File: src/rtl/i2s_audio_tx.sv
// I2S transmitter: divides clk into BCK/LRCK and shifts one latched stereo pair out per 64-BCK frame.
// Define I2S_LEFT_JUSTIFIED_EN for left-justified framing; default is Philips I2S (MSB one BCK after LRCK).
module i2s_audio_tx #(
  parameter int CLK_DIV  = 8,
  parameter int SAMPLE_W = 16
) (
  input  logic                clk,
  input  logic                reset,
  input  logic [SAMPLE_W-1:0] left_in,
  input  logic [SAMPLE_W-1:0] right_in,
  output logic                sample_ack,
  output logic                i2s_bck,
  output logic                i2s_lrck,
  output logic                i2s_data
);

  localparam int DW = (CLK_DIV > 1) ? $clog2(CLK_DIV) : 1;

  logic [DW-1:0]       div_cnt_q, div_cnt_d;
  logic [5:0]          bit_cnt_q, bit_cnt_d;
  logic [SAMPLE_W-1:0] hold_l_q, hold_l_d, hold_r_q, hold_r_d;
  logic                bck_q, lrck_q, data_q, ack_q;

  logic                div_wrap, fall, latch, ser_bit;
  logic [5:0]          slot_pos;
  logic [4:0]          slot_bit;
  logic [SAMPLE_W-1:0] chan, shifted;

  // Slot position of the bit shown for the new bit_cnt value.
`ifdef I2S_LEFT_JUSTIFIED_EN
  assign slot_pos = bit_cnt_d;
`else
  assign slot_pos = bit_cnt_d - 6'd1;
`endif

  always_comb begin
    div_wrap  = (div_cnt_q == DW'(CLK_DIV - 1));
    div_cnt_d = div_wrap ? '0 : div_cnt_q + DW'(1);
    fall      = div_wrap & bck_q;
    bit_cnt_d = fall ? bit_cnt_q + 6'd1 : bit_cnt_q;
    latch     = fall && (bit_cnt_d == 6'd0);
    hold_l_d  = latch ? left_in  : hold_l_q;
    hold_r_d  = latch ? right_in : hold_r_q;
    slot_bit  = slot_pos[4:0];
    chan      = slot_pos[5] ? hold_r_d : hold_l_d;
    // Zero-fill shift: slot bits at or beyond SAMPLE_W come out as pad zeros.
    shifted   = chan << slot_bit;
    ser_bit   = shifted[SAMPLE_W-1];
  end

  always_ff @(posedge clk) begin
    if (reset) begin
      div_cnt_q <= '0;
      bit_cnt_q <= 6'd63;
      hold_l_q  <= '0;
      hold_r_q  <= '0;
      bck_q     <= 1'b0;
      lrck_q    <= 1'b0;
      data_q    <= 1'b0;
      ack_q     <= 1'b0;
    end else begin
      div_cnt_q <= div_cnt_d;
      bit_cnt_q <= bit_cnt_d;
      hold_l_q  <= hold_l_d;
      hold_r_q  <= hold_r_d;
      bck_q     <= div_wrap ? ~bck_q : bck_q;
      lrck_q    <= fall ? bit_cnt_d[5] : lrck_q;
      data_q    <= fall ? ser_bit : data_q;
      ack_q     <= latch;
    end
  end

  assign sample_ack = ack_q;
  assign i2s_bck    = bck_q;
  assign i2s_lrck   = lrck_q;
  assign i2s_data   = data_q;

endmodule

File: config.mk
export PLATFORM = sky130hd
export DESIGN_NAME = i2s_audio_tx
export DESIGN_NICKNAME = d
export VERILOG_FILES = /design/src/rtl/i2s_audio_tx.sv
export SDC_FILE = /design/constraint.sdc
export NUM_CORES = 1
export LEC_CHECK = 0
export BUFFER_PORTS_ARGS = -buffer_cell sky130_fd_sc_hd__buf_2
export CELL_PAD_IN_SITES_DETAIL_PLACEMENT = 1
export CELL_PAD_IN_SITES_GLOBAL_PLACEMENT = 1
export CORE_ASPECT_RATIO = 0.6
export CORE_UTILIZATION = 30
export DETAILED_ROUTE_END_ITERATION = 8
export GPL_TIMING_DRIVEN = 0
export HOLD_SLACK_MARGIN = 0.06
export PLACE_DENSITY_LB_ADDON = 0.1
export RECOVER_POWER = 50
export SYNTH_ARGS = -nofsm -noshare
export SYNTH_HDL_FRONTEND = slang
export SYNTH_SLANG_ARGS = --single-unit
export TNS_END_PERCENT = 20
File: constraint.sdc
create_clock -name clk -period 3.2 [get_ports clk]
set_clock_uncertainty 0.05 [all_clocks]
set_input_delay 0.32 -clock clk [delete_from_list [all_inputs] [get_ports clk]]
set_output_delay 0.32 -clock clk [all_outputs]
set_load 0.005 [all_outputs]
==> summary.txt <==
Clock network
  • Hold_buf cts: 0
  • Clock root cell: clkbuf_16
  • CTS H-tree depth: 2
  • Clock Sink Count: 45
  • CTS tree: yes
  • Clock Tree Buf Depth: 2
  • CTS Buf Count: 5
  • Worst-path clk slew: approximately 0.07 ns
  • Worst-skew pair later-pin latency: 0.30 ns

Placed design
  • Placed Area: 0.00291 sq mm
  • Port Buffers: 37
  • Final Wtd Congestion: a little under 0.8
  • DP Wirelength: 6450 um

Timing
  • Sum Neg Setup Slack: 0 ns
  • Tcrit/Tclk final: a little over nine tenths
  • Final Hold Vio Count: 0
  • Unrepaired setup endpoints after global routing: yes
  • WHS: approximately 0.2 ns
  • Final Setup Violations: 0
  • Final min period: a little over 3 ns
  • Slew at the pin closest to its max-slew limit: ~0.74 ns
  • Fmax achieved: 326 MHz
  • Fin. max-slew vios: 0
  • Slew HR: between 50 and 60%

Drt
  • DR iter-0 viols: roughly 110
  • Pre-antenna DRT Iters: 4
  • DRC viols: 0
  • Final WL: around 8900 um
  • Drt via density: roughly 5
  • Post-DRT Antenna Nets: 0
  • Via count: approximately 2.5k
  • Average wire per standard cell: about 18 um

Die
  • Die width: 122 um
  • Row Count: 25
  • Chip height: roughly 74 um
  • Starting Density: a little under a third
  • I/O pins: 38
  • Die area: between 0.009 and 0.01 sq mm
  • Area of the core: just over 0.008 sq mm

Layout
  • Ant. Diodes: 0
  • Commonest non-fill, non-tap cells in the layout: nand2_1, a21oi_1, dfxtp_1, buf_2, mux2_2
  • Layout Area Growth over Synthesis: 25.9%
  • Fillers: roughly 1000
  • Final nets: approximately 420
  • Design area: between 0.003 and 0.004 sq mm
  • Util after Layout: around two fifths
  • Share of layout cells above drive strength 1: 30.6%
  • Commonest non-fill, non-tap cell in the layout: nand2_1

GRT
  • Largest net degree at the start of global routing: 16
  • First-pass GRT wire length: 13600 um
  • Gr ovfl total: 0
  • Initial antenna violation count: 0
  • Vias in the first global route: between 2k and 2.5k
  • Tot GR Track Use: 20.7%

Setup path
  • Crit. End Element: flip-flop
  • Crit path kind: flip-flop to flip-flop
  • Worst R2R Setup Slack: approximately 0.13 ns
  • Crit Path Max Fanout: 7
  • Critical Path RT: roughly 3.4 ns
  • CP startpoint kind: flip-flop
  • Critical path data arrival time: around 3.2 ns

Synthesis
  • Async SR Flop Fraction: 0%
  • Yosys Warn Count: 0
  • Ys flop type: dfxtp_1
  • Synth Register Bits: 45
  • Post-Syn Area: ~0.0026 sq mm
  • Count of different cell masters after synthesis: 50
  • EDFF count, synth: 0
  • Mean Syn Cell Area: 8.13 sq um
  • Mapped Cells: 319
  • Post-synthesis sequential area ratio: about a third
  • Syn_nets: between 300 and 400

Power
  • P_leak: ~1.2 nW
  • Power Density: around 360 mW/mm^2
  • Worst-case vdd ir drop: approximately 0.00018 V
  • Total power: 1.16 mW

Run
  • Max cap viols: 0

Run status
  • Outcome: complete, no violations

Min path
  • Worst Hold Class: input port to flip-flop
-- timing repair --
item,CTS,global route
pin swaps,1,10
resized for setup,16,19
setup buffers,4,11
endpoints found under the setup margin,34,32
-- synthesized netlist by cell type (all sizes together) (2+ instances only) --
cell    count  area share, %
dfxtp      45             35
or3         3           0.72
o21a        2           0.63
nor3b       3           0.87
mux2       22            9.7
nor3        5            1.2
nand2b      5            1.2
xor2        4            1.4
inv         2           0.29
a311oi      2           0.68
a21oi      54             10
o211ai      4            1.2
nand4       2           0.48
ha          4            1.9
nand3       6            1.2
o21ai      18            3.5
xnor2       6            2.3
and2        2           0.58
nor2        6           0.87
nor4        4            2.1
o221ai      3            1.3
mux2i       8            3.1
buf         9            2.8
clkbuf     16            2.3
a21boi      2           0.58
nand2      70             10
-- metrics by stage --
step	setup slack, ns	instances
5_1_grt	-0.0122	487
2_1_floorplan	0.0148	319
4_1_cts	0.0107	476
3_3_place_gp	-0.770	464
3_5_place_dp	-0.852	464
6_report	0.129	487
-- per-layer routing --
layer | GRT usage (%) | part of all wire [%]
met1 | 30.5 | 53
met3 | 4.22 | 4.8
met4 | 5.08 | 0.81
met2 | 30.8 | 41
met5 | 0 | 0
-- cells by family (layout without fill, tap and decap cells) --
| family | after synthesis | count (layout) | share of synthesized area, % |
|---|---|---|---|
| muxes | 30 | 30 | 12.8 |
| AOI/OAI and AO/OA | 94 | 94 | 21.3 |
| adders and majority gates | 4 | 4 | 1.93 |
| buffers and inverters | 27 | 87 | 5.36 |
| and+or+nand+nor | 109 | 109 | 20.2 |
| DFF | 45 | 45 | 34.7 |
| xor gates and xnor gates | 10 | 10 | 3.67 |
-- state kept, by name, summed over array words and instances, names as in the netlist --
| signal | count |
|---|---|
| bit_cnt_q | 6 |
| sample_ack | 1 |
| i2s_data | 1 |
| hold_r_q | 16 |
| i2s_bck | 1 |
| div_cnt_q | 3 |
| i2s_lrck | 1 |
| hold_l_q | 16 |
-- where the power goes --
group	switching (mW)	internal [mW]	total, mW
clock network	0.249	0.292	0.541
logic	0.0308	0.0265	0.0574
registers	0.00122	0.563	0.564
-- critical path: stages (launching register included) --
cell      delay [ns]
dfxtp_2         0.32
ha_1            0.20
ha_2            0.19
and2_4          0.15
buf_6           0.13
o31a_1          0.25
buf_6           0.13
nor4_4          0.31
xnor2_2         0.22
buf_6           0.19
buf_12          0.12
mux2_4          0.30
o211ai_1        0.17
o22ai_1         0.11
o32ai_1         0.13
-- area by class of cell --
type	count	area [sq um]	area share [%]
Multi-Input combinational cell	247	1610	49.3
Sequential cell	45	902	27.6
Timing Repair Buffer	52	305	9.35
Buffer	25	159	4.87
Tap cell	108	135	4.14
Clock buffer	5	125	3.83
Clock inverter	3	22.5	0.690
Inverter	2	7.51	0.230
-- final timing paths --
path                 from  cells past startpoint           end
min reg2reg  div_cnt_q[0]                      1  div_cnt_q[0]
min            left_in[5]                      3   hold_l_q[5]
max reg2reg  div_cnt_q[0]                     14      i2s_data
max          div_cnt_q[0]                     14      i2s_data
Note: power is estimated with default switching activity, not from simulation.
